==> config.mk <==
export PLATFORM = sky130hd
export DESIGN_NAME = msi_cache_ctrl
export DESIGN_NICKNAME = d
export VERILOG_FILES = /design/src/rtl/msi_pkg.sv /design/src/rtl/msi_cache_ctrl_bus_timer.sv /design/src/rtl/msi_cache_ctrl.sv
export SDC_FILE = /design/constraint.sdc
export NUM_CORES = 1
export LEC_CHECK = 0
export ABC_CLOCK_PERIOD_IN_PS = 2700
export BUFFER_PORTS_ARGS = -buffer_cell sky130_fd_sc_hd__buf_2
export CORE_MARGIN = 5
export CORE_UTILIZATION = 41
export DETAILED_ROUTE_END_ITERATION = 7
export PLACE_DENSITY_LB_ADDON = 0.05
export SYNTH_ARGS = -nofsm -noshare
export SYNTH_HDL_FRONTEND = slang
export SYNTH_SLANG_ARGS = --single-unit
==> constraint.sdc <==
create_clock -name clk -period 2.7 [get_ports clk]
set_input_delay 0.54 -clock clk [delete_from_list [all_inputs] [get_ports clk]]
set_output_delay 0.54 -clock clk [all_outputs]
set_load 0.02 [all_outputs]
==> src/rtl/msi_pkg.sv <==
// Shared encodings for the MSI cache controller and its datapath.
package msi_pkg;
  typedef enum logic [1:0] {
    P_READ  = 2'b00,
    P_WRITE = 2'b01,
    B_READ  = 2'b10,
    B_WRITE = 2'b11
  } func_t;

  // 01 is not a legal line status
  typedef enum logic [1:0] {
    INVL = 2'b00,
    SHRD = 2'b10,
    EXCL = 2'b11
  } stat_t;

  typedef enum logic [2:0] {
    IDLE, LOOKUP, WRITE, WB, SNOOP, FILL, DONE
  } state_t;
endpackage

==> src/rtl/msi_cache_ctrl_bus_timer.sv <==
// Bus-transfer watchdog: counts granted cycles without mem_ack.
module bus_timer #(
  parameter int TIMEOUT = 16,
  parameter int CNT_W   = 5
) (
  input  logic clk,
  input  logic reset,
  input  logic clear,
  input  logic en,
  output logic expired
);
  logic [CNT_W-1:0] cnt;

  always_ff @(posedge clk) begin
    if (reset || clear) cnt <= '0;
    else if (en)        cnt <= cnt + 1'b1;
  end

  // High when the next enabled count reaches TIMEOUT
  assign expired = (cnt == CNT_W'(TIMEOUT - 1));
endmodule

==> src/rtl/msi_cache_ctrl.sv <==
// Per-cache MSI control FSM: lookup, write, write-back and fill sequencing.
module msi_cache_ctrl
  import msi_pkg::*;
#(
  parameter int TIMEOUT = 16,
  parameter int CNT_W   = 5
) (
  input  logic       clk,
  input  logic       reset,
  input  logic       p_req,
  input  logic       p_rw,
  input  logic       read_hit,
  input  logic [1:0] stat,
  input  logic       bus_grant,
  input  logic       mem_ack,
  output logic [1:0] func,
  output logic       snoop_out,
  output logic       bus_req,
  output logic       p_ready,
  output logic       busy,
  output logic       err
);
  state_t state, nxt;
  logic   rw_q, refilled, on_bus, xfer_done, tmr_en, tmr_exp, timeout, err_nxt;

  assign on_bus    = (state == WB) || (state == FILL);
  assign xfer_done = on_bus && bus_grant && mem_ack;
  assign tmr_en    = on_bus && bus_grant && !mem_ack;
  assign timeout   = tmr_en && tmr_exp;

  bus_timer #(.TIMEOUT(TIMEOUT), .CNT_W(CNT_W)) u_timer (
    .clk     (clk),
    .reset   (reset),
    .clear   (!on_bus),
    .en      (tmr_en),
    .expired (tmr_exp)
  );

  always_comb begin
    nxt     = state;
    err_nxt = timeout;
    case (state)
      IDLE:   if (p_req) nxt = LOOKUP;
      LOOKUP: begin
        if (read_hit)              nxt = rw_q ? WRITE : DONE;
        else if (refilled)         begin nxt = IDLE; err_nxt = 1'b1; end
        else if (stat == 2'(EXCL)) nxt = WB;
        else                       nxt = SNOOP;
      end
      WRITE:  nxt = DONE;
      WB:     if (xfer_done) nxt = SNOOP; else if (timeout) nxt = IDLE;
      SNOOP:  nxt = FILL;
      FILL:   if (xfer_done) nxt = LOOKUP; else if (timeout) nxt = IDLE;
      DONE:   nxt = IDLE;
      default: nxt = IDLE;
    endcase
  end

  // Outputs are registered from the next state, so they line up with it
  always_ff @(posedge clk) begin
    if (reset) begin
      state     <= IDLE;
      rw_q      <= 1'b0;
      refilled  <= 1'b0;
      func      <= P_READ;
      snoop_out <= 1'b0;
      bus_req   <= 1'b0;
      p_ready   <= 1'b0;
      busy      <= 1'b0;
      err       <= 1'b0;
    end else begin
      state     <= nxt;
      if (state == IDLE && p_req) begin
        rw_q     <= p_rw;
        refilled <= 1'b0;
      end
      if (state == FILL && xfer_done) refilled <= 1'b1;
      snoop_out <= (nxt == SNOOP);
      bus_req   <= (nxt == WB) || (nxt == FILL);
      p_ready   <= (nxt == DONE);
      busy      <= (nxt != IDLE);
      err       <= err_nxt;
      if (nxt == WRITE)                  func <= P_WRITE;
      else if (nxt == WB && bus_grant)   func <= B_WRITE;
      else if (nxt == FILL && bus_grant) func <= B_READ;
      else                               func <= P_READ;
    end
  end
endmodule
Word-level counts from Yosys, hierarchy flattened
Cells that the tools add are included.
{"block": "classes", "n_addsub": 1, "eq_ne": 12, "mux": 17, "reduce_logical": 17}
{"operator": "$mux 3", "count": 8}
{"operator": "$pmux 3 s6", "count": 1}
{"operator": "$eq 3x3->1 const B", "count": 5}
{"operator": "$eq 3x2->1 const B", "count": 4}
{"operator": "$logic_and 1x1->1", "count": 8}
{"operator": "$mux 1", "count": 6}
{"operator": "$add 5x1->5 const B", "count": 1}
{"operator": "$eq 5x4->1 const B", "count": 1}
{"operator": "$mux 2", "count": 2}
{"operator": "$eq 3x1->1 const B", "count": 1}
{"operator": "$logic_not 3->1", "count": 1}
{"operator": "$logic_or 1x1->1", "count": 3}
{"operator": "$reduce_bool 3->1", "count": 1}
{"operator": "$eq 2x2->1 const B", "count": 1}
{"operator": "$logic_not 1->1", "count": 2}
{"operator": "$reduce_bool 2->1", "count": 1}
{"operator": "$reduce_or 2->1", "count": 1}
{"block": "word_totals", "register_bits": 17, "in_bits": 9, "out_inout_bits": 7}

Logic depth before layout (Yosys ltp)
{"block": "depth", "ltp_word": 13, "depth_mapped": 8, "mapped_depth_nobuf": 8}

Modules after synthesis
From an unflattened synthesis, not the netlist that was laid out.
{"block": "unflattened", "hier_cells": 91, "area_unflattened_um2": 890.9}
{"module": "msi_cache_ctrl", "n_inst": 1, "cells_each": 67, "area_each_um2": 633.1, "seq_area_each_um2": 240.2}
{"module": "bus_timer", "n_inst": 1, "cells_each": 24, "area_each_um2": 257.7, "seq_area_each_um2": 100.1}

Worst setup path after synthesis
OpenSTA, ideal clock, no wires.
{"block": "synth_path", "path_kind": "register to register", "start": "register u_timer.cnt[0]", "end": "register snoop_out", "arrival_time_ns": 1.752, "required_ns": 2.635, "slack_ns": 0.883, "stages_incl_launch_ff": 9, "synth_period_minus_slack_ns": 1.817, "path_cell_list": "dfxtp_1 ha_1 and3_1 ha_1 nand3b_1 o2111a_1 a311o_1 or3_1 nor2_1"}
{"block": "synth_via", "elab_chain_cells": 6}
{"element": "start, declared", "line_no": "msi_cache_ctrl_bus_timer.sv:12", "rtl": "logic [CNT_W-1:0] cnt;"}
{"element": "start signal, assigned", "line_no": "msi_cache_ctrl_bus_timer.sv:16", "rtl": "else if (en) cnt <= cnt + 1'b1;"}
{"element": "$eq 5x4->1 *", "line_no": "msi_cache_ctrl_bus_timer.sv:20", "rtl": "assign expired = (cnt == CNT_W'(TIMEOUT - 1));"}
{"element": "$logic_and 1x1->1 *", "line_no": "msi_cache_ctrl.sv:29", "rtl": "assign timeout = tmr_en && tmr_exp;"}
{"element": "$mux 3 *", "line_no": "msi_cache_ctrl.sv:51, msi_cache_ctrl.sv:53"}
{"element": "$mux 3, on equally long branches", "line_no": "msi_cache_ctrl.sv:53, msi_cache_ctrl.sv:51"}
{"element": "$pmux 3 s6 *", "line_no": "msi_cache_ctrl.sv:42", "rtl": "case (state)"}
{"element": "$eq 3x3->1 *", "line_no": "msi_cache_ctrl.sv:78", "rtl": "snoop_out <= (nxt == SNOOP);"}
{"element": "end signal, assigned", "line_no": "msi_cache_ctrl.sv:78"}
{"element": "end, declared", "line_no": "msi_cache_ctrl.sv:17", "rtl": "output logic snoop_out,"}
Every way passes the cells marked *; elsewhere a longest branch is shown, timed or not.
A chain may end at the register's enable or synchronous reset.

Worst setup path in the final report
{"block": "layout_path", "start": "register u_timer.cnt[0]", "end": "register func[1]"}
{"block": "layout_via", "elab_chain_cells": 9}
{"element": "$eq 5x4->1 *", "line_no": "msi_cache_ctrl_bus_timer.sv:20"}
{"element": "$logic_and 1x1->1 *", "line_no": "msi_cache_ctrl.sv:29"}
{"element": "$mux 3 *", "line_no": "msi_cache_ctrl.sv:51, msi_cache_ctrl.sv:53"}
{"element": "$mux 3, on equally long branches", "line_no": "msi_cache_ctrl.sv:53, msi_cache_ctrl.sv:51"}
{"element": "$pmux 3 s6 *", "line_no": "msi_cache_ctrl.sv:42"}
{"element": "$eq 3x3->1", "line_no": "msi_cache_ctrl.sv:85", "rtl": "else if (nxt == FILL && bus_grant) func <= B_READ;"}
{"element": "$logic_and 1x1->1", "line_no": "msi_cache_ctrl.sv:85"}
{"element": "$mux 2", "line_no": "msi_cache_ctrl.sv:85"}
{"element": "$mux 2", "line_no": "msi_cache_ctrl.sv:84", "rtl": "else if (nxt == WB && bus_grant) func <= B_WRITE;"}
{"element": "end signal, assigned", "line_no": "msi_cache_ctrl.sv:84"}
{"element": "end signal, assigned", "line_no": "msi_cache_ctrl.sv:85"}
{"element": "end signal, assigned", "line_no": "msi_cache_ctrl.sv:86", "rtl": "else func <= P_READ;"}
{"element": "end, declared", "line_no": "msi_cache_ctrl.sv:16", "rtl": "output logic [1:0] func,"}
Marks and branches as above.

==> flow_metrics.env <==
export IMPL_status="completed"
export IMPL_clock_path_buffers=2
export IMPL_port_buffers=15
export IMPL_yosysTopAreaCell="dfxtp_1"
export IMPL_core_area_um2=1780
export IMPL_cp_common_cell="ha_1"
export IMPL_rows=15
export IMPL_ys_flop_type="dfxtp_1"
export IMPL_worstPathArrival_ns=2.24
export IMPL_gr_total_overflow=0
export IMPL_ios=16
export IMPL_path_buf_inv=0
export IMPL_numCtsBuffers=3
export IMPL_netlist_area_leader_share_pct=43.0
export IMPL_p_per_area_nw_per_um2=654
export IMPL_drt_iter0_drc=6
export IMPL_synthToLayoutAreaGrowth_pct=13.1
export IMPL_cts_resized=0
export IMPL_gp_congestion=0.753
export IMPL_worst_slew_pin_slew_ns=0.400
export IMPL_critical_path_class="flip-flop to flip-flop"
export IMPL_max_freq_mhz=496
export IMPL_ys_seq_area_share_pct=43.0
export IMPL_slowest_delay_ns=0.36
export IMPL_grt_max_degree=13
export IMPL_post_cts_buffers=0
export IMPL_reg_largest_list="u_timer.cnt x5, state x3, func x2"
export IMPL_period_minus_slack_ns=2.02
export IMPL_setup_viol=0
export IMPL_totalWireLength_um=1460
export IMPL_ir_worst_vdd_mv=0.302
export IMPL_cts_tree="yes"
export IMPL_clkLatencyLatePin_ns=0.29
export IMPL_yosysWarningCount=0
export IMPL_grt_pass1_wl_um=2590
export IMPL_fp_dieW_um=53.9
export IMPL_async_flop_share_pct=0
export IMPL_worst_slack_ns=0.682
export IMPL_grt_pass1_vias=641
export IMPL_worst_setup_path_start_kind="flip-flop"
export IMPL_cp_required_ns=2.92
export IMPL_power_uw=585
export IMPL_drv_slew=0
export IMPL_antenna_left=0
export IMPL_rsz0062_at_grt="no"
export IMPL_cp_end_kind="flip-flop"
export IMPL_vias=631
export IMPL_htreeDepth=1
export IMPL_critical_path_top_delay_family="compound AO/OA/AOI/OAI gates"
export IMPL_clk_pin_slew_ns=0.09
export IMPL_crit_chain="ha_1 -> and3_1 -> ha_1 -> o211ai_1 -> nand2_1 -> a21oi_1 -> xor2_1 -> nor3b_1"
export IMPL_num_fill_cells=173
export IMPL_synthTopCellsByArea="dfxtp_1 43%, nor2_1 7.1%, xor2_1 4.4%, ha_1 3.2%, nand3b_1 2.8%"
export IMPL_first_pass_iters=4
export IMPL_slowest_stage="a21oi_1"
export IMPL_drive_above_1_share_pct=21.6
export IMPL_ys_types=35
export IMPL_drc=0
export IMPL_ys_ff_latch=17
export IMPL_antennaDiodeCount=0
export IMPL_min_period_over_period_pct=74.7
export IMPL_finalSetupTns_ns=0
export IMPL_root_buffer="clkbuf_4"
export IMPL_holdBufCountCts=0
export IMPL_synth_edf_count=0
export IMPL_dieArea_um2=2910
export IMPL_hold_class="primary input to flip-flop"
export IMPL_largest_register_ff_count=5
export IMPL_fin_skew_ns=0.00197
export IMPL_grt_use_total_pct=12.6
export IMPL_dp_hpwl_um=1110
export IMPL_synth_nets=97
export IMPL_initial_core_util_pct=44.4
export IMPL_p_leak_nw=0.376
export IMPL_synth_area_um2=791
export IMPL_path_max_fanout=5
export IMPL_slew_headroom_pct=73.0
export IMPL_cts_sinks=17
export IMPL_via_per_inst=4.97
export IMPL_syn_inst=86
export IMPL_hold_viol=0
export IMPL_largest_register="u_timer.cnt"
export IMPL_fin_nets=114
export IMPL_wl_per_cell_um=11.5
export IMPL_avgSynthCellArea_um2=9.19
export IMPL_die_h_um=53.9
export IMPL_cap_violations=0
export IMPL_place_worst_setup_slack_ns=0.691
export IMPL_grt_antenna_before_repair=0
## layer usage
metal | up-vias | part of all wire (%) | global-route usage (%)
li1 | 333 | - | -
met1 | 282 | 46 | 13.3
met2 | 14 | 46 | 21.6
met3 | 2 | 6.6 | 5.82
met4 | 0 | 1.3 | 5.11
met5 | - | 0 | 0
## cells by family after synthesis
logic type | count (synthesis) | synth area share (%)
xor+xnor | 5 | 5.54
mux | 2 | 2.53
compound gates | 16 | 14.4
simple gates | 38 | 26.1
buf+inv | 6 | 5.22
fa+ha+maj | 2 | 3.16
flops | 17 | 43.0
## power by group
part	internal (mW)	leakage (nW)	total, mW	switching, mW
registers	0.276	0.138	0.303	0.0265
clock network	0.0551	0.0177	0.132	0.0767
logic	0.0646	0.221	0.151	0.0866
## worst paths after layout
check | slack, ns | cells past startpoint | start | to
max reg2reg | 0.68 | 8 | u_timer.cnt[0] | func[1]
min reg2reg | 0.51 | 2 | refilled | refilled
min | 0.49 | 3 | p_rw | rw_q
max | 0.68 | 8 | u_timer.cnt[0] | func[1]
## layout by cell type (no fill, tap or decap), drive strengths merged, types with 2 or more instances in the layout
master  instances
a211oi          2
a21boi          2
a21oi           4
and3            2
buf            15
clkbuf          3
dfxtp          17
ha              2
inv             3
mux2i           2
nand2           5
nand3b          3
nand4           2
nor2           15
o21ai           3
or2b            2
xor2            4
## layout make-up
type / instances / area (um2) / area share, %
well taps: 25 / 31.3 / 3.50
inverters: 3 / 11.3 / 1.26
flip-flops and latches: 17 / 340 / 38.0
clock buffers: 3 / 22.5 / 2.52
clock inverters: 1 / 5.00 / 0.559
multi-input cells: 63 / 409 / 45.7
repair buffers: 15 / 75.1 / 8.39
## per-stage QoR
| stage | hold WS (ns) | util, % | cells | instance area [um2] |
|---|---|---|---|---|
| 4_1_cts | 0.483 | 50.2 | 127 | 895 |
| 3_3_place_gp | 0.485 | 48.6 | 123 | 867 |
| 5_1_grt | 0.489 | 50.2 | 127 | 895 |
| 3_5_place_dp | 0.496 | 48.6 | 123 | 867 |
| 2_1_floorplan | 0.461 | - | 86 | 791 |
| 6_report | 0.487 | 50.2 | 127 | 895 |
## cell usage after synthesis (2+ instances only)
| master | instances |
|---|---|
| a211oi_1 | 2 |
| a21oi_1 | 4 |
| nor2_1 | 15 |
| nand2_1 | 5 |
| mux2i_1 | 2 |
| inv_1 | 3 |
| nand3b_1 | 3 |
| nand4_1 | 2 |
| and3_1 | 2 |
| o21ai_0 | 3 |
| ha_1 | 2 |
| xor2_1 | 4 |
| dfxtp_1 | 17 |
## worst reg2reg max path: stages (launching register included)
cell and delay, ns:
dfxtp_1 0.34, ha_1 0.21, and3_1 0.18, ha_1 0.21, o211ai_1 0.22, nand2_1 0.08
a21oi_1 0.36, xor2_1 0.14, nor3b_1 0.20
Power figures use the tool's default switching activity.
